<file path="config.mk">
export PLATFORM = sky130hd
export DESIGN_NAME = shift_add_mult
export DESIGN_NICKNAME = d
export VERILOG_FILES = /design/src/rtl/shift_add_pkg.sv /design/src/rtl/shift_add_mult_adder.sv /design/src/rtl/shift_add_mult.sv
export SDC_FILE = /design/constraint.sdc
export NUM_CORES = 1
export LEC_CHECK = 0
export ABC_AREA = 0
export CAP_MARGIN = 10
export CORE_MARGIN = 5
export CORE_UTILIZATION = 50
export CTS_CLUSTER_DIAMETER = 200
export DETAILED_ROUTE_END_ITERATION = 16
export GPL_TIMING_DRIVEN = 1
export PLACE_DENSITY = 0.77
export SLEW_MARGIN = 20
export SYNTH_ARGS = -nofsm -noshare
export SYNTH_HDL_FRONTEND = slang
export SYNTH_SLANG_ARGS = --single-unit
</file>
<file path="constraint.sdc">
create_clock -name CLK -period 2.75 [get_ports CLK]
set_input_delay 0.55 -clock CLK [delete_from_list [all_inputs] [get_ports CLK]]
set_output_delay 0.55 -clock CLK [all_outputs]
set_load 0.005 [all_outputs]
</file>
<file path="src/rtl/shift_add_pkg.sv">
// shift_add_pkg: shared types and sizing for the shift-add multiplier.
package shift_add_pkg;
   localparam int N_BITS = 4;
   localparam int ITERS = 4;
   typedef enum logic [1:0] {IDLE, RUN, FIN} state_t;
endpackage

</file>
<file path="src/rtl/shift_add_mult_adder.sv">
// shift_add_mult_adder: 4-bit ripple-carry adder; sub feeds the carry chain as carry-in.
module shift_add_mult_adder (
   input  logic [3:0] a,
   input  logic [3:0] b,
   input  logic       sub,
   output logic [3:0] sum,
   output logic       cout
);
   logic [4:0] c;
   assign c[0] = sub;
   for (genvar i = 0; i < 4; i++) begin : g_fa
      assign sum[i] = a[i] ^ b[i] ^ c[i];
      assign c[i+1] = (a[i] & b[i]) | (c[i] & (a[i] ^ b[i]));
   end
   assign cout = c[4];
endmodule

</file>
<file path="src/rtl/shift_add_mult.sv">
// shift_add_mult: sequential unsigned multiplier, one shift-add iteration per RUN cycle.
module shift_add_mult #(
   parameter int N_BITS = shift_add_pkg::N_BITS
) (
   input  logic                CLK,
   input  logic                RST,
   input  logic                START,
   input  logic [N_BITS-1:0]   A,
   input  logic [N_BITS-1:0]   B,
   output logic                BUSY,
   output logic                DONE,
   output logic [2*N_BITS-1:0] P
);
   import shift_add_pkg::*;
   state_t state;
   logic [3:0] acc, q, m, add_sum, sum;
   logic [1:0] cnt;
   logic       add_c, c;
   logic [3:0] acc_n, q_n;
   shift_add_mult_adder u_add (
      .a   (acc),
      .b   (m),
      .sub (1'b0),
      .sum (add_sum),
      .cout(add_c)
   );
   assign {c, sum} = q[0] ? {add_c, add_sum} : {1'b0, acc};
   assign acc_n = {c, sum[3:1]};
   assign q_n = {sum[0], q[3:1]};
   always_ff @(posedge CLK) begin
      if (RST) begin
         state <= IDLE;
         acc   <= '0;
         q     <= '0;
         m     <= '0;
         cnt   <= '0;
         P     <= '0;
         BUSY  <= 1'b0;
         DONE  <= 1'b0;
      end else begin
         case (state)
            IDLE: begin
               DONE <= 1'b0;
               if (START) begin
                  m     <= A;
                  q     <= B;
                  acc   <= '0;
                  cnt   <= '0;
                  BUSY  <= 1'b1;
                  state <= RUN;
               end
            end
            RUN: begin
               acc <= acc_n;
               q   <= q_n;
               cnt <= cnt + 2'd1;
               // Last iteration: publish the product in the same edge it completes
               if (cnt == 2'(ITERS - 1)) begin
                  P     <= {acc_n, q_n};
                  BUSY  <= 1'b0;
                  DONE  <= 1'b1;
                  state <= FIN;
               end
            end
            FIN: begin
               DONE  <= 1'b0;
               state <= IDLE;
            end
            default: state <= IDLE;
         endcase
      end
   end
endmodule
</file>
==> impl_results.html <==
<table>
<tr><th>Metric</th><th>Value</th></tr>
<tr><th colspan="2">Status</th></tr>
<tr><td>Outcome</td><td>finished clean</td></tr>
<tr><th colspan="2">Route</th></tr>
<tr><td>Per-cell via count in the routed design</td><td>5.26</td></tr>
<tr><td>Total wire length after detailed routing</td><td>2140 um</td></tr>
<tr><td>DRC violation total after the first TritonRoute iteration</td><td>19</td></tr>
<tr><td>Number of search-and-repair iterations in the first detailed-routing pass</td><td>4</td></tr>
<tr><td>Number of remaining DRC errors</td><td>0</td></tr>
<tr><td>Total number of vias</td><td>873</td></tr>
<tr><td>DRT antenna net count</td><td>0</td></tr>
<tr><td>Routed len/inst</td><td>12.9 um</td></tr>
<tr><th colspan="2">Synth</th></tr>
<tr><td>Netlist area before placement</td><td>0.00112 mm^2</td></tr>
<tr><td>Number of unique standard cell types used by synthesis</td><td>29</td></tr>
<tr><td>Sequential area share after synthesis</td><td>46.5%</td></tr>
<tr><td>Average cell area after synthesis</td><td>9.32 um^2</td></tr>
<tr><td>Net count after synthesis</td><td>136</td></tr>
<tr><td>Yosys warnings</td><td>0</td></tr>
<tr><td>Portion of synthesized cell area occupied by the leading cell type</td><td>46.5%</td></tr>
<tr><td>Syn Inst Count</td><td>120</td></tr>
<tr><td>Cell type with the highest aggregate area in the netlist</td><td>dfxtp_1</td></tr>
<tr><td>Biggest area contributors in the synthesized netlist</td><td>dfxtp_1, mux2i_1, fa_1, nor2_1, a21oi_1</td></tr>
<tr><td>Number of flip-flops and latches in the synthesized netlist</td><td>26</td></tr>
<tr><th colspan="2">CTS</th></tr>
<tr><td>CTS sink count</td><td>26</td></tr>
<tr><td>CTS Root Buffer Type</td><td>clkbuf_4</td></tr>
<tr><td>Setup fix buffers added after clock tree synthesis</td><td>0</td></tr>
<tr><td>H-tree lvl count</td><td>1</td></tr>
<tr><td>Maximum buffer depth of the clock tree</td><td>2</td></tr>
<tr><td>Number of buffers created by CTS</td><td>3</td></tr>
<tr><td>TritonCTS clock tree</td><td>built</td></tr>
<tr><td>Worst-skew pair later-pin latency</td><td>0.31 ns</td></tr>
<tr><td>Clock slew at reported path FFs</td><td>0.13 ns</td></tr>
<tr><td>Count of hold-fix buffers inserted at cts</td><td>0</td></tr>
<tr><td>Number of instances resized during post-cts repair</td><td>0</td></tr>
<tr><th colspan="2">Global routing</th></tr>
<tr><td>Wire length of the first global-routing pass</td><td>3680 um</td></tr>
<tr><td>GRT Total Usage</td><td>14.5%</td></tr>
<tr><td>Maximum number of pins on one net before global-route repair</td><td>15</td></tr>
<tr><td>Via count of the first global-routing pass</td><td>824</td></tr>
<tr><td>Number of antenna violations at the first check in global routing</td><td>0</td></tr>
<tr><td>Total overflow reported by the global router</td><td>0</td></tr>
<tr><th colspan="2">STA</th></tr>
<tr><td>Min Clock Period, post-route</td><td>2.34 ns</td></tr>
<tr><td>Max Fclk</td><td>427 MHz</td></tr>
<tr><td>Final sum of negative setup slack</td><td>0 ns</td></tr>
<tr><td>Hold slack</td><td>0.464 ns</td></tr>
<tr><td>Tightest Pin Transition</td><td>0.553 ns</td></tr>
<tr><td>Final setup violation count</td><td>0</td></tr>
<tr><td>RSZ-0062 raised after global routing</td><td>no</td></tr>
<tr><td>Relative slew slack</td><td>63.1%</td></tr>
<tr><td>Final critical-path share of the clock period</td><td>85.1%</td></tr>
<tr><td>Final hold vios</td><td>0</td></tr>
<tr><td>Worst clock skew</td><td>0.00139 ns</td></tr>
<tr><td>Total count of max-transition violations in the final report</td><td>0</td></tr>
<tr><th colspan="2">Floorplan</th></tr>
<tr><td>Initial cell density of the core</td><td>51.6%</td></tr>
<tr><td>Die Y-Extent</td><td>57.3 um</td></tr>
<tr><td>Cell row count</td><td>17</td></tr>
<tr><td>Die Area</td><td>0.00328 mm^2</td></tr>
<tr><td>Area of the placeable core</td><td>0.00217 mm^2</td></tr>
<tr><td>Number of top-level pins</td><td>21</td></tr>
<tr><td>Die X</td><td>57.3 um</td></tr>
<tr><th colspan="2">Critical path</th></tr>
<tr><td>Highest-delay cell along the critical path</td><td>fa_1</td></tr>
<tr><td>Critical Path AT</td><td>2.54 ns</td></tr>
<tr><td>Critical path startpoint category</td><td>flip-flop</td></tr>
<tr><td>Critical path data required time</td><td>2.95 ns</td></tr>
<tr><td>Biggest cell delay along the critical path</td><td>0.41 ns</td></tr>
<tr><td>Max FO, Critical Path</td><td>3</td></tr>
<tr><td>Critical path's most frequent cell</td><td>fa_1</td></tr>
<tr><td>Ordered cell list for the critical path</td><td>ha_1 &gt; inv_1 &gt; fa_1 &gt; fa_1 &gt; inv_1 &gt; fa_1 &gt; mux2i_1 &gt; a2bb2oi_1 &gt; nor2_1</td></tr>
<tr><td>Endpoint type of the worst setup path</td><td>flip-flop</td></tr>
<tr><td>Worst Path Class, Setup</td><td>reg -&gt; reg</td></tr>
<tr><th colspan="2">Layout</th></tr>
<tr><td>Ratio of cells with drive above 1 in the final layout</td><td>5.07%</td></tr>
<tr><td>Synth-to-Final Area Change</td><td>21.6%</td></tr>
<tr><td>Number of nets at the end of the flow</td><td>155</td></tr>
<tr><td>Antenna fix cells</td><td>0</td></tr>
<tr><th colspan="2">Min path</th></tr>
<tr><td>Worst hold path class</td><td>reg -&gt; reg</td></tr>
<tr><th colspan="2">Power and ir drop</th></tr>
<tr><td>Power after layout</td><td>0.670 mW</td></tr>
<tr><td>IR drop worst, VDD</td><td>0.000292 V</td></tr>
<tr><td>Pleak</td><td>0.498 nW</td></tr>
<tr><td>Pwr/cell area</td><td>493 mW/mm^2</td></tr>
<tr><th colspan="2">Place</th></tr>
<tr><td>Number of port buffers</td><td>20</td></tr>
<tr><td>DP Wirelength</td><td>1570 um</td></tr>
<tr><td>Global placer's final weighted congestion</td><td>0.724</td></tr>
<tr><th colspan="2">Run</th></tr>
<tr><td>Count of maximum capacitance violations</td><td>0</td></tr>
</table>
sequential cells by signal (all words and copies together), names as in the netlist:
signal	cells
cnt	2
BUSY	1
q	4
DONE	1
state	2
P	8
m	4
acc	4
worst paths after layout:
kind | startpoint | endpoint | slack [ns] | cells after the start
worst max-delay path | acc[0] | acc[2] | 0.41 | 9
worst min-delay path | P[2] | P[2] | 0.46 | 2
worst max register to register | acc[0] | acc[2] | 0.41 | 9
worst min register to register | P[2] | P[2] | 0.46 | 2
final cells by class:
class                   instances  area (um^2)
repair buffers                 21          208
inverters                       7         26.3
multi-input cells              80          534
well taps                      28         35.0
clock buffers                   4         36.3
flip-flops and latches         26          520
fillers                       204          810
where the power goes:
part,internal (mW),total (mW),switching [mW]
clock,0.0809,0.189,0.108
sequential,0.391,0.406,0.0148
combinational,0.0390,0.0753,0.0363
logic make-up (layout without fill, tap and decap cells):
| logic type | after synthesis | in the layout | synth area share, % |
|---|---|---|---|
| AOI/OAI and AO/OA | 25 | 25 | 14.7 |
| DFF | 26 | 26 | 46.5 |
| muxes | 9 | 9 | 8.05 |
| and+or+nand+nor | 41 | 41 | 17.5 |
| adders and majority gates | 5 | 5 | 7.61 |
| buffers and inverters | 14 | 32 | 5.70 |
cell usage in the layout (no fill, tap or decap):
master / synthesis / routed
nand3_1: 1 / 1
nor3_1: 2 / 2
clkbuf_8: 0 / 1
inv_1: 7 / 7
nor2_1: 16 / 16
nor3b_4: 1 / 1
a2bb2oi_1: 1 / 1
clkbuf_4: 0 / 3
o211ai_1: 4 / 4
nand2b_1: 1 / 1
nand3b_1: 1 / 1
a21oi_1: 11 / 11
buf_4: 0 / 1
and2b_1: 1 / 1
or3_1: 1 / 1
clkdlybuf4s50_1: 0 / 20
a211oi_1: 4 / 4
dfxtp_1: 26 / 26
fa_1: 3 / 3
ha_1: 2 / 2
a22oi_1: 2 / 2
and3b_1: 1 / 1
mux2i_1: 9 / 9
nor4_1: 1 / 1
o21bai_2: 1 / 1
a32oi_1: 1 / 1
nand2_1: 14 / 14
nor2b_1: 1 / 1
o21ai_1: 1 / 1
synthesized netlist by cell type, drive strengths merged:
cell type and instances:
dfxtp 26, nor2 16, nand2 14, a21oi 11
mux2i 9, inv 7, buf 5, a211oi 4
o211ai 4, fa 3, a22oi 2, clkbuf 2
ha 2, nor3 2, a2bb2oi 1, a32oi 1
and2b 1, and3b 1, nand2b 1, nand3 1
nand3b 1, nor2b 1, nor3b 1, nor4 1
o21ai 1, o21bai 1, or3 1
stage by stage:
stage               setup slack [ns]  cells  area, um^2  util [%]
global route                   0.252    166        1360      62.7
floorplan                      0.566    120        1120         -
global placement               0.514    162        1320      61.0
detailed placement             0.423    162        1320      61.0
finish                         0.409    166        1360      62.7
CTS                            0.409    166        1360      62.7
per-layer routing:
metal | wire length (um) | GRT usage [%] | vias up
li1 | - | - | 442
met4 | 24 | 5.96 | 0
met1 | 986 | 16.8 | 409
met2 | 1030 | 25.4 | 18
met5 | 0 | 0 | -
met3 | 94 | 3.39 | 4
worst max-delay path, delay by kind of cell, from the launching register on:
| kind | cells | cell delay, ns |
|---|---|---|
| muxes | 1 | 0.20 |
| adders and majority gates | 4 | 1.29 |
| AOI/OAI and AO/OA | 1 | 0.18 |
| and+or+nand+nor | 1 | 0.05 |
| DFF | 1 | 0.37 |
| buffers and inverters | 2 | 0.13 |
(Power assumes the default switching activity.)
